--- src/rtl/fe_fb_pkg.sv ---
// Shared fetch-buffer types: front-end request/response structs, line geometry and fill FSM states.
package fe_fb_pkg;

  localparam int unsigned FB_PA_W        = 32;
  localparam int unsigned FB_ID_W        = 4;
  localparam int unsigned FB_LINE_BYTES  = 32;
  localparam int unsigned FB_NUM_ENTRIES = 4;
  localparam int unsigned FB_OFF_W       = $clog2(FB_LINE_BYTES);

  typedef logic [FB_PA_W-1:0] t_paddr;
  typedef logic [FB_PA_W-FB_OFF_W-1:0] t_fb_line_addr;

  typedef struct packed {
    logic               valid;
    t_paddr             addr;
    logic [FB_ID_W-1:0] id;
  } t_fe_fb_req;

  typedef struct packed {
    logic               valid;
    logic [31:0]        instr;
    t_paddr             pc;
    logic [FB_ID_W-1:0] id;
  } t_fb_fe_rsp;

  typedef enum logic [1:0] {
    FB_IDLE,
    FB_FILL_REQ,
    FB_FILL_WAIT,
    FB_FILL_DROP
  } t_fsm_fb;

endpackage

--- src/rtl/fe_fb_entry.sv ---
// One fetch-buffer line: tag, valid bit, line data, fill write port, tag compare and word select.
module fe_fb_entry #(
  parameter int unsigned LINE_BYTES = 32,
  parameter int unsigned TAG_W      = 27,
  parameter int unsigned WSEL_W     = $clog2(LINE_BYTES) - 2
) (
  input  logic                    clk,
  input  logic                    reset,
  input  logic                    flush,
  input  logic                    wr_en,
  input  logic [TAG_W-1:0]        wr_tag,
  input  logic [LINE_BYTES*8-1:0] wr_data,
  input  logic [TAG_W-1:0]        lookup_tag,
  input  logic [WSEL_W-1:0]       word_sel,
  output logic                    hit,
  output logic [31:0]             word
);

  localparam int unsigned NumWords = LINE_BYTES / 4;

  logic                          valid_q;
  logic [TAG_W-1:0]              tag_q;
  logic [NumWords-1:0][31:0]     words_q;

  // Flush wins over a concurrent fill; the top also gates wr_en with flush.
  always_ff @(posedge clk or negedge reset) begin
    if (!reset) begin
      valid_q <= 1'b0;
    end else if (flush) begin
      valid_q <= 1'b0;
    end else if (wr_en) begin
      valid_q <= 1'b1;
    end
  end

  always_ff @(posedge clk) begin
    if (wr_en) begin
      tag_q   <= wr_tag;
      words_q <= wr_data;
    end
  end

  assign hit  = valid_q && (tag_q == lookup_tag);
  assign word = words_q[word_sel];

endmodule

--- src/rtl/fe_fb.sv ---
// Fetch buffer: fully-associative line store answering front-end fetches, with a single-fill
// miss engine. Define FB_STATS_EN to add saturating hit/miss/fill/drop counters.
module fe_fb
  import fe_fb_pkg::*;
#(
  parameter int unsigned NUM_ENTRIES = FB_NUM_ENTRIES,
  parameter int unsigned LINE_BYTES  = FB_LINE_BYTES,
  parameter int unsigned PA_W        = FB_PA_W
) (
  input  logic                    clk,
  input  logic                    reset,
  input  t_fe_fb_req              fe_fb_req_fb0,
  output t_fb_fe_rsp              fb_fe_rsp_fb0,
  input  logic                    flush_fb,
  output logic                    fb_mem_req_valid,
  output logic [PA_W-1:0]         fb_mem_req_addr,
  input  logic                    mem_fb_req_ready,
  input  logic                    mem_fb_rsp_valid,
  input  logic [LINE_BYTES*8-1:0] mem_fb_rsp_data
);

  localparam int unsigned OffW  = $clog2(LINE_BYTES);
  localparam int unsigned TagW  = PA_W - OffW;
  localparam int unsigned WselW = OffW - 2;
  localparam int unsigned IdxW  = $clog2(NUM_ENTRIES);

  t_fsm_fb               state_q;
  logic [IdxW-1:0]       rr_ptr_q;
  logic [TagW-1:0]       fill_tag_q;
  logic                  req_valid_q;
  t_fb_fe_rsp            rsp_q;

  logic [TagW-1:0]       req_tag;
  logic [WselW-1:0]      word_sel;
  logic [NUM_ENTRIES-1:0] hits;
  logic [31:0]           words [NUM_ENTRIES];
  logic [31:0]           hit_word;
  logic                  raw_hit;
  logic                  lookup_hit;
  logic                  lookup_miss;
  logic                  fill_wr;

  assign req_tag  = fe_fb_req_fb0.addr[PA_W-1:OffW];
  assign word_sel = fe_fb_req_fb0.addr[OffW-1:2];

  // A fill arriving together with a flush is discarded.
  assign fill_wr = (state_q == FB_FILL_WAIT) && mem_fb_rsp_valid && !flush_fb;

  for (genvar i = 0; i < NUM_ENTRIES; i++) begin : g_entry
    fe_fb_entry #(
      .LINE_BYTES (LINE_BYTES),
      .TAG_W      (TagW),
      .WSEL_W     (WselW)
    ) u_entry (
      .clk        (clk),
      .reset      (reset),
      .flush      (flush_fb),
      .wr_en      (fill_wr && (rr_ptr_q == IdxW'(i))),
      .wr_tag     (fill_tag_q),
      .wr_data    (mem_fb_rsp_data),
      .lookup_tag (req_tag),
      .word_sel   (word_sel),
      .hit        (hits[i]),
      .word       (words[i])
    );
  end

  always_comb begin
    hit_word = '0;
    for (int i = 0; i < NUM_ENTRIES; i++) begin
      if (hits[i]) hit_word = hit_word | words[i];
    end
  end

  assign raw_hit     = |hits;
  assign lookup_hit  = fe_fb_req_fb0.valid && raw_hit && !flush_fb;
  assign lookup_miss = fe_fb_req_fb0.valid && !raw_hit;

  always_ff @(posedge clk or negedge reset) begin
    if (!reset) begin
      rsp_q <= '0;
    end else if (lookup_hit) begin
      rsp_q.valid <= 1'b1;
      rsp_q.instr <= hit_word;
      rsp_q.pc    <= fe_fb_req_fb0.addr;
      rsp_q.id    <= fe_fb_req_fb0.id;
    end else begin
      rsp_q <= '0;
    end
  end

  always_ff @(posedge clk or negedge reset) begin
    if (!reset) begin
      state_q     <= FB_IDLE;
      rr_ptr_q    <= '0;
      fill_tag_q  <= '0;
      req_valid_q <= 1'b0;
    end else begin
      unique case (state_q)
        FB_IDLE: begin
          if (lookup_miss && !flush_fb) begin
            state_q     <= FB_FILL_REQ;
            fill_tag_q  <= req_tag;
            req_valid_q <= 1'b1;
          end
        end
        FB_FILL_REQ: begin
          if (mem_fb_req_ready) begin
            req_valid_q <= 1'b0;
            state_q     <= flush_fb ? FB_FILL_DROP : FB_FILL_WAIT;
          end else if (flush_fb) begin
            req_valid_q <= 1'b0;
            state_q     <= FB_IDLE;
          end
        end
        FB_FILL_WAIT: begin
          if (mem_fb_rsp_valid) begin
            state_q <= FB_IDLE;
            if (!flush_fb) rr_ptr_q <= rr_ptr_q + IdxW'(1);
          end else if (flush_fb) begin
            state_q <= FB_FILL_DROP;
          end
        end
        FB_FILL_DROP: begin
          if (mem_fb_rsp_valid) state_q <= FB_IDLE;
        end
        default: state_q <= FB_IDLE;
      endcase
    end
  end

  assign fb_fe_rsp_fb0    = rsp_q;
  assign fb_mem_req_valid = req_valid_q;
  assign fb_mem_req_addr  = {fill_tag_q, {OffW{1'b0}}};

  a_single_hit : assert property (@(posedge clk) disable iff (!reset) $onehot0(hits));

  // A stray fill beat (e.g. one left over from before a reset) is harmless, so only warn.
  a_rsp_expected : assert property (@(posedge clk) disable iff (!reset)
      mem_fb_rsp_valid |-> (state_q == FB_FILL_WAIT || state_q == FB_FILL_DROP))
    else $warning("fe_fb: fill beat with no fill outstanding ignored");

`ifdef FB_STATS_EN
  logic [31:0] hit_cnt_q, miss_cnt_q, fill_cnt_q, drop_cnt_q, req_cnt_q;

  function automatic logic [31:0] sat_inc(logic [31:0] v, logic en);
    return (en && v != '1) ? v + 32'd1 : v;
  endfunction

  always_ff @(posedge clk or negedge reset) begin
    if (!reset) begin
      hit_cnt_q  <= '0;
      miss_cnt_q <= '0;
      fill_cnt_q <= '0;
      drop_cnt_q <= '0;
      req_cnt_q  <= '0;
    end else begin
      hit_cnt_q  <= sat_inc(hit_cnt_q, lookup_hit);
      miss_cnt_q <= sat_inc(miss_cnt_q, fe_fb_req_fb0.valid && !lookup_hit);
      fill_cnt_q <= sat_inc(fill_cnt_q, fill_wr);
      drop_cnt_q <= sat_inc(drop_cnt_q, (state_q == FB_FILL_DROP) && mem_fb_rsp_valid);
      req_cnt_q  <= sat_inc(req_cnt_q, fe_fb_req_fb0.valid);
    end
  end

  a_stats_sum : assert property (@(posedge clk) disable iff (!reset || req_cnt_q == '1)
      {1'b0, hit_cnt_q} + {1'b0, miss_cnt_q} == {1'b0, req_cnt_q});

  final begin
    $display("fe_fb stats: hit=%0d miss=%0d fill=%0d flush_drop=%0d",
             hit_cnt_q, miss_cnt_q, fill_cnt_q, drop_cnt_q);
  end
`else
`endif

endmodule
--- config.mk ---
export PLATFORM = sky130hd
export DESIGN_NAME = fe_fb
export DESIGN_NICKNAME = d
export VERILOG_FILES = /design/src/rtl/fe_fb_pkg.sv /design/src/rtl/fe_fb_entry.sv /design/src/rtl/fe_fb.sv
export SDC_FILE = /design/constraint.sdc
export NUM_CORES = 1
export LEC_CHECK = 0
export ABC_AREA = 1
export CAP_MARGIN = 20
export CORE_ASPECT_RATIO = 0.5
export CORE_MARGIN = 2
export CORE_UTILIZATION = 50
export CTS_CLUSTER_SIZE = 8
export DETAILED_ROUTE_END_ITERATION = 10
export GPL_TIMING_DRIVEN = 1
export PLACE_DENSITY = 0.77
export SETUP_SLACK_MARGIN = 0.05
export SYNTH_ARGS = -nofsm -noshare
export SYNTH_HDL_FRONTEND = slang
export SYNTH_SLANG_ARGS = --single-unit
--- constraint.sdc ---
create_clock -name clk -period 10.2 [get_ports clk]
set_clock_uncertainty 0.1 [all_clocks]
set_input_delay 3.06 -clock clk [delete_from_list [all_inputs] [get_ports clk]]
set_output_delay 3.06 -clock clk [all_outputs]
set_load 0.1 [all_outputs]
==> impl_results.md, run 1 <==
* Sink Count at roughly 1200
* Max rail drop VDD at ~0.00014 V
* Total grt overflow at 0
* Count of final max-slew check failures at 0
* Total Wirelength at between 100000 and 150000 um
* Worst Hold End: g_entry[2].u_entry.valid_q
* Pin count of the biggest net entering global routing at ~250
* Worst R2R Start: state_q[1]
* Cells after Synth at 3917
* Yosys cell types at 32
* Number of global-route vias before repair at approximately 33000
* Full die area at 99900 um^2
* Yosys top cell by area: edfxtp_1
* Initial core utilization at 0.507
* Placement Rows at 80
* Max Cap Violations at 0
* Crit start category: primary input
* FF-to-FF End: g_entry[0].u_entry.words_q[176]
* Leak pwr at around 21 nW
* WL/cell at between 20 and 25 um
* Skew-Pair Late Insertion Delay at around 0.76 ns
* Worst-margin pin slew at between 1 and 1.5 ns
* Post-CTS Setup Inserts at 0
* Register bit total from synthesis at about 1200
* Root buffer cell: clkbuf_16
* TritonRoute pass-1 iters at 8
* Tmin final at 6.00 ns
* Drt via density at between 5 and 6
* Min-delay src: g_entry[2].u_entry.valid_q
* I/O pin cnt at 400
* Worst hold-check slack at around 0.44 ns
* Primary FF master, synth: edfxtp_1
* Core area at around 96000 um^2
* CP arrival at 6.29 ns
* Total track usage at 0.260
* H-tree depth at 4
* Slew HR at 0.193
* Fin crit share at 0.588
* Cell area after layout at 58700 um^2
* Post-CTS Hold Buffers at 0
* Status: completed
* EDFF count, synth at about 1100
* Hold Path Class: register to register
* Worst path required time at 10.49 ns
* Synthesized area at slightly below 50000 um^2
* TNS Setup at 0 ns
* Count leader, synth: edfxtp_1
* Pwr dens at approximately 210 nW/um^2
* Max Clk Rate at about 170 MHz
* Final Hold Fails at 0
* Post-synthesis sequential area ratio at 0.753
* # setup viols final at 0
* Area after DPL at approximately 54000 um^2
* Area share of the leading cell type in the synthesized netlist at 0.699
* Hold depth at 2
* Asr flop ratio synth at 0.0849
* Post-cts sizing count at 0
* FF-to-FF path depth at 5
* CP Class: primary input to register
* Number of buffers added on ports at roughly 390
* Placer congestion estimate at about 0.9
* Number of routed nets with antenna violations at 0
* Vias at around 33000
* Post-synthesis area per instance at 12.4 um^2
* Layout area overhead at 20.7%
* Residual DRC at 0
* Antenna violations before repair at 31
* RSZ-0062 raised after global routing: false
* First-pass GRT wire length at 194000 um
* DRT iter0 DRCs at roughly 3400
* Num CTS Buffers at between 150 and 200
* Die width at roughly 450 um
* Die Y at around 220 um
* Synth Warn # at 0
* Post-synth top cells: edfxtp_1 (1132), nand2_1 (878), nor2_1 (542)
* Nets at 4594
* Reg clk slew, reported paths at about 0.050 ns
* R2r setup slk at approximately 6.6 ns
* Max Root-Sink Buffers at 3
* CTS tree: yes
* Layout cells sized above 1 at 0.0611
* Crit end category: register
* Top cells by area, synth: edfxtp_1 (70%), nand2_1 (6.8%), dfrtp_1 (5.4%)
* Critical path peak fanout at 138
* DP HPWL at 78600 um
## kinds of logic after synthesis
| group | synth area share |
|---|---|
| xor gates and xnor gates | 0.00576 |
| AOI/OAI and AO/OA | 0.0976 |
| and+or+nand+nor | 0.114 |
| DFF | 0.753 |
| adders and majority gates | 0.00103 |
| other | 0.0000771 |
| buffers and inverters | 0.0285 |
## through the flow
step	setup WS, ns	std cells	power (mW)	util
global placement	3.41	5386	7.23	0.558
floorplan	0.176	3921	6.79	-
global route	3.97	5716	12.8	0.612
CTS	4.07	5686	12.5	0.610
finish	4.20	5716	12.4	0.612
detailed placement	3.25	5386	7.27	0.558
## registers in the layout (all words and copies together), names as in the netlist
signal,cells
g_entry.u_entry.tag_q,108
state_q,2
g_entry.u_entry.valid_q,4
fb_fe_rsp_fb0,69
fb_mem_req_valid,1
g_entry.u_entry.words_q,1024
fill_tag_q,27
rr_ptr_q,2
## cells in the final DEF (no fill, tap or decap), types with 5 or more instances in the layout
master	n
clkdlybuf4s50_1	390
buf_12	6
clkbuf_1	115
o21ai_0	443
clkbuf_16	174
inv_8	5
diode_2	27
a21oi_1	97
a32o_1	33
inv_2	28
a22oi_1	32
nand2_1	878
o21ai_1	50
o22ai_1	192
xnor2_1	28
nor2_1	542
nor2_2	10
nand3_1	11
dfrtp_1	105
conb_1	5
edfxtp_1	1132
buf_4	23
inv_1	77
## critical path: stages
cell,delay (ns)
clkdlybuf4s50_1,0.56
nand2_1,0.12
nor3_1,0.58
nand2_1,0.31
inv_8,0.76
buf_12,0.68
## routing by layer
| layer | global-route usage | share of wire |
|---|---|---|
| met5 | 0 | 0 |
| met2 | 0.456 | 0.52 |
| met1 | 0.299 | 0.35 |
| met4 | 0.172 | 0.057 |
| met3 | 0.0382 | 0.070 |
## how the worst max path moves through the flow
stage	start	to	slack, ns	cells after the start
floorplan	flush_fb	g_entry[0].u_entry.tag_q[0]	0.18	4
global placement	fe_fb_req_fb0[6]	fb_fe_rsp_fb0[44]	3.41	9
detailed placement	fe_fb_req_fb0[6]	fb_fe_rsp_fb0[44]	3.25	9
CTS	fe_fb_req_fb0[6]	fb_fe_rsp_fb0[44]	4.07	9
global route	mem_fb_rsp_valid	g_entry[0].u_entry.words_q[142]	3.97	6
finish	mem_fb_rsp_valid	g_entry[0].u_entry.words_q[176]	4.20	6
## layout make-up
type	count	area, um^2
Antenna cell	27	67.6
Clock buffer	289	4790
Clock inverter	11	198
Fill cell	7032	37200
Inverter	115	475
Multi-Input combinational cell	2342	10600
Sequential cell	1237	36600
Tap cell	1271	1590
Timing Repair Buffer	424	4310
## power breakdown
part,switching [mW],internal [mW]
registers,0.127,5.79
logic,0.928,0.346
clock network,2.09,3.17
(Power assumes the default switching activity.)
==> run 2: changes to the inputs <==
==> constraint.sdc (replaced) <==
create_clock -name clk -period 5.9 [get_ports clk]
set_clock_uncertainty 0.1 [all_clocks]
set_input_delay 1.77 -clock clk [delete_from_list [all_inputs] [get_ports clk]]
set_output_delay 1.77 -clock clk [all_outputs]
set_load 0.1 [all_outputs]
==> run 2 against run 1 <==
  * Sequential power is 73% higher
  * Clock power is 72% higher
  * Non-clock buffer count is 14 higher
  * Die area stayed put
  * Hold slack worse by 0.043 ns
  * Worst setup slack worse by 2.7 ns
  * First-iteration DRC count is 1.2% higher
  * Cell count hardly changed
  * Sequential share of layout area is 0.23 points lower
  * Design area is 0.38% higher
  * Combinational power is 74% higher
  * Register-to-register slack worse by 3.4 ns
==> impl_results.md, run 2 (same netlist as run 1, synthesis figures left out) <==
* CP Class: register to primary output
* CP arrival at 2.52 ns (-3.77 ns)
* Total power at 21.5 mW (+73%)
* Hold depth at 2 (unchanged)
* Max Clk Rate at 228 MHz
* Net load switching power at 5.47 mW (+74%)
* Sink Count at 1237 (unchanged)
* Most flops, register: g_entry.u_entry.words_q
* Final worst slack at 1.51 ns (-2.69 ns)
* Fin crit share at 0.744
* DP HPWL at 79500 um (+1.2%)
* Total grt overflow at 0 (unchanged)
* Internal power at 16.0 mW (+72%)
* I/O pin cnt at 400 (unchanged)
* Layout area overhead at 21.1%
* Worst hold-check slack at 0.400 ns (-0.0434 ns)
* FF-to-FF path depth at 5 (unchanged)
* Crit start category: register
* Pwr dens at 365 nW/um^2 (+72%)
* Core area at 95900 um^2 (unchanged)
* Hold Path Class: register to register
* FF-to-FF End: g_entry[1].u_entry.words_q[72]
* Final Hold Fails at 0 (unchanged)
* Vias at 32500 (-0.080%)
* H-tree depth at 4 (unchanged)
* Die Y at 225 um (unchanged)
* Status: completed
* Largest delay share family, worst path: buffers and inverters
* Comb pwr share at 0.103 (about the same)
* First-pass GRT wire length at 190000 um (-1.8%)
* Total Wirelength at 129000 um (-2.1%)
* Crit path cell chain: clkdlybuf4s50_1
* Pre-CTS WS at 1.32 ns (-1.93 ns)
* Root buffer cell: clkbuf_16
* Worst R2R Start: state_q[1]
* Number of routed nets with antenna violations at 0 (unchanged)
* Post-CTS Setup Inserts at 0 (unchanged)
* Full die area at 99900 um^2 (unchanged)
* TritonRoute pass-1 iters at 8 (unchanged)
* CP peak stage delay at 1.20 ns (+0.44 ns)
* Critical path peak fanout at 6 (-96%)
* Num CTS Buffers at 172 (unchanged)
* Max rail drop VDD at 0.000302 V (+110%)
* Leak pwr at 20.8 nW (+0.42%)
* Clock share of power at 0.421 (-0.002)
* CTS tree: yes
* Worst Hold End: fb_mem_req_valid
* Placer congestion estimate at 0.914 (+3.5%)
* Layout Utilization at 0.614 (+0.00231)
* Number of global-route vias before repair at 32200 (-0.96%)
* Number of buffers added on ports at 394 (unchanged)
* Commonest cells after routing, fill and taps aside: edfxtp_1 (1132), nand2_1 (873), nor2_1 (542), o21ai_0 (443), clkdlybuf4s50_1 (390)
* # setup viols final at 0 (unchanged)
* Nets at 4608 (+0.30%)
* Min-delay src: fb_mem_req_valid
* DRT iter0 DRCs at 3439 (+1.2%)
* Pin count of the biggest net entering global routing at 249 (+0.40%)
* Count of final max-slew check failures at 0 (unchanged)
* Antenna violations before repair at 27 (-13%)
* Layout cells sized above 1 at 0.0663 (+0.00522)
* Reg clk slew, reported paths at 0.05 ns (about the same)
* Post-CTS Hold Buffers at 0 (unchanged)
* WL/cell at 22.5 um (-2.1%)
* Most common cell after layout, fill and taps aside: edfxtp_1
* Critical path's slowest cell: clkdlybuf4s50_1
* Share of power burned in registers at 0.476 (about the same)
* Worst path required time at 4.03 ns (-6.46 ns)
* TNS Setup at 0 ns (unchanged)
* Tmin final at 4.39 ns
* Crit end category: primary output
* Drt via density at 5.68 (about the same)
* Total track usage at 0.253 (-0.00628)
* Sw Share at 0.254 (+0.00151)
* Worst-margin pin slew at 1.19 ns (-0.0171 ns)
* Residual DRC at 0 (unchanged)
* R2r setup slk at 3.25 ns (-3.36 ns)
* Die width at 445 um (unchanged)
* RSZ-0062 raised after global routing: false
* Max Cap Violations at 0 (unchanged)
* Initial core utilization at 0.507 (unchanged)
* Max Root-Sink Buffers at 3 (unchanged)
* Largest register FFs at 1024 (unchanged)
* Buf/Inv on CP at 1 (-2)
* Post-cts sizing count at 0 (unchanged)
* Skew-Pair Late Insertion Delay at 0.78 ns (+0.02 ns)
* Placement Rows at 80 (unchanged)
* Slew HR at 0.202 (+0.00888)
[run 2: through the flow]
stage	cell area, um^2	instances
finish	58900	5714
global route	58900	5711
CTS	58800	5688
detailed placement	53900	5403
global placement	53900	5403
floorplan	48700	3921
[run 2: worst max path at each step]
stage,start,endpoint,slack [ns],depth (start not counted)
floorplan,flush_fb,g_entry[0].u_entry.tag_q[0],-0.86,4
global placement,fe_fb_req_fb0[15],fill_tag_q[2],1.46,12
detailed placement,fe_fb_req_fb0[15],fill_tag_q[2],1.32,12
CTS,fill_tag_q[10],fb_mem_req_addr[15],1.49,1
global route,fill_tag_q[10],fb_mem_req_addr[15],1.50,1
finish,fill_tag_q[10],fb_mem_req_addr[15],1.51,1
[run 2: cell type report]
type | instances | area, um^2
antenna | 26 | 65.1
clock buffer | 270 | 4690
clock inverter | 15 | 269
fill | 6906 | 37000
inverter | 115 | 460
multi-input combinational | 2342 | 10700
sequential | 1237 | 36600
tap | 1271 | 1590
timing repair buffer | 438 | 4540
[run 2: power groups by stage]
stage,logic [mW],clock network (mW),registers [mW]
floorplan,0.727,0,11.0
global placement,2.16,0,10.4
detailed placement,2.20,0,10.4
CTS,2.21,9.16,10.2
global route,2.35,9.54,10.3
finish,2.21,9.06,10.2
[run 2: per-layer routing]
layer	track usage	up-vias	routed length, um
met3	0.0425	338	9170
met2	0.453	1606	68000
met1	0.285	15800	44400
met5	0	-	39
li1	-	14700	-
met4	0.157	6	6920
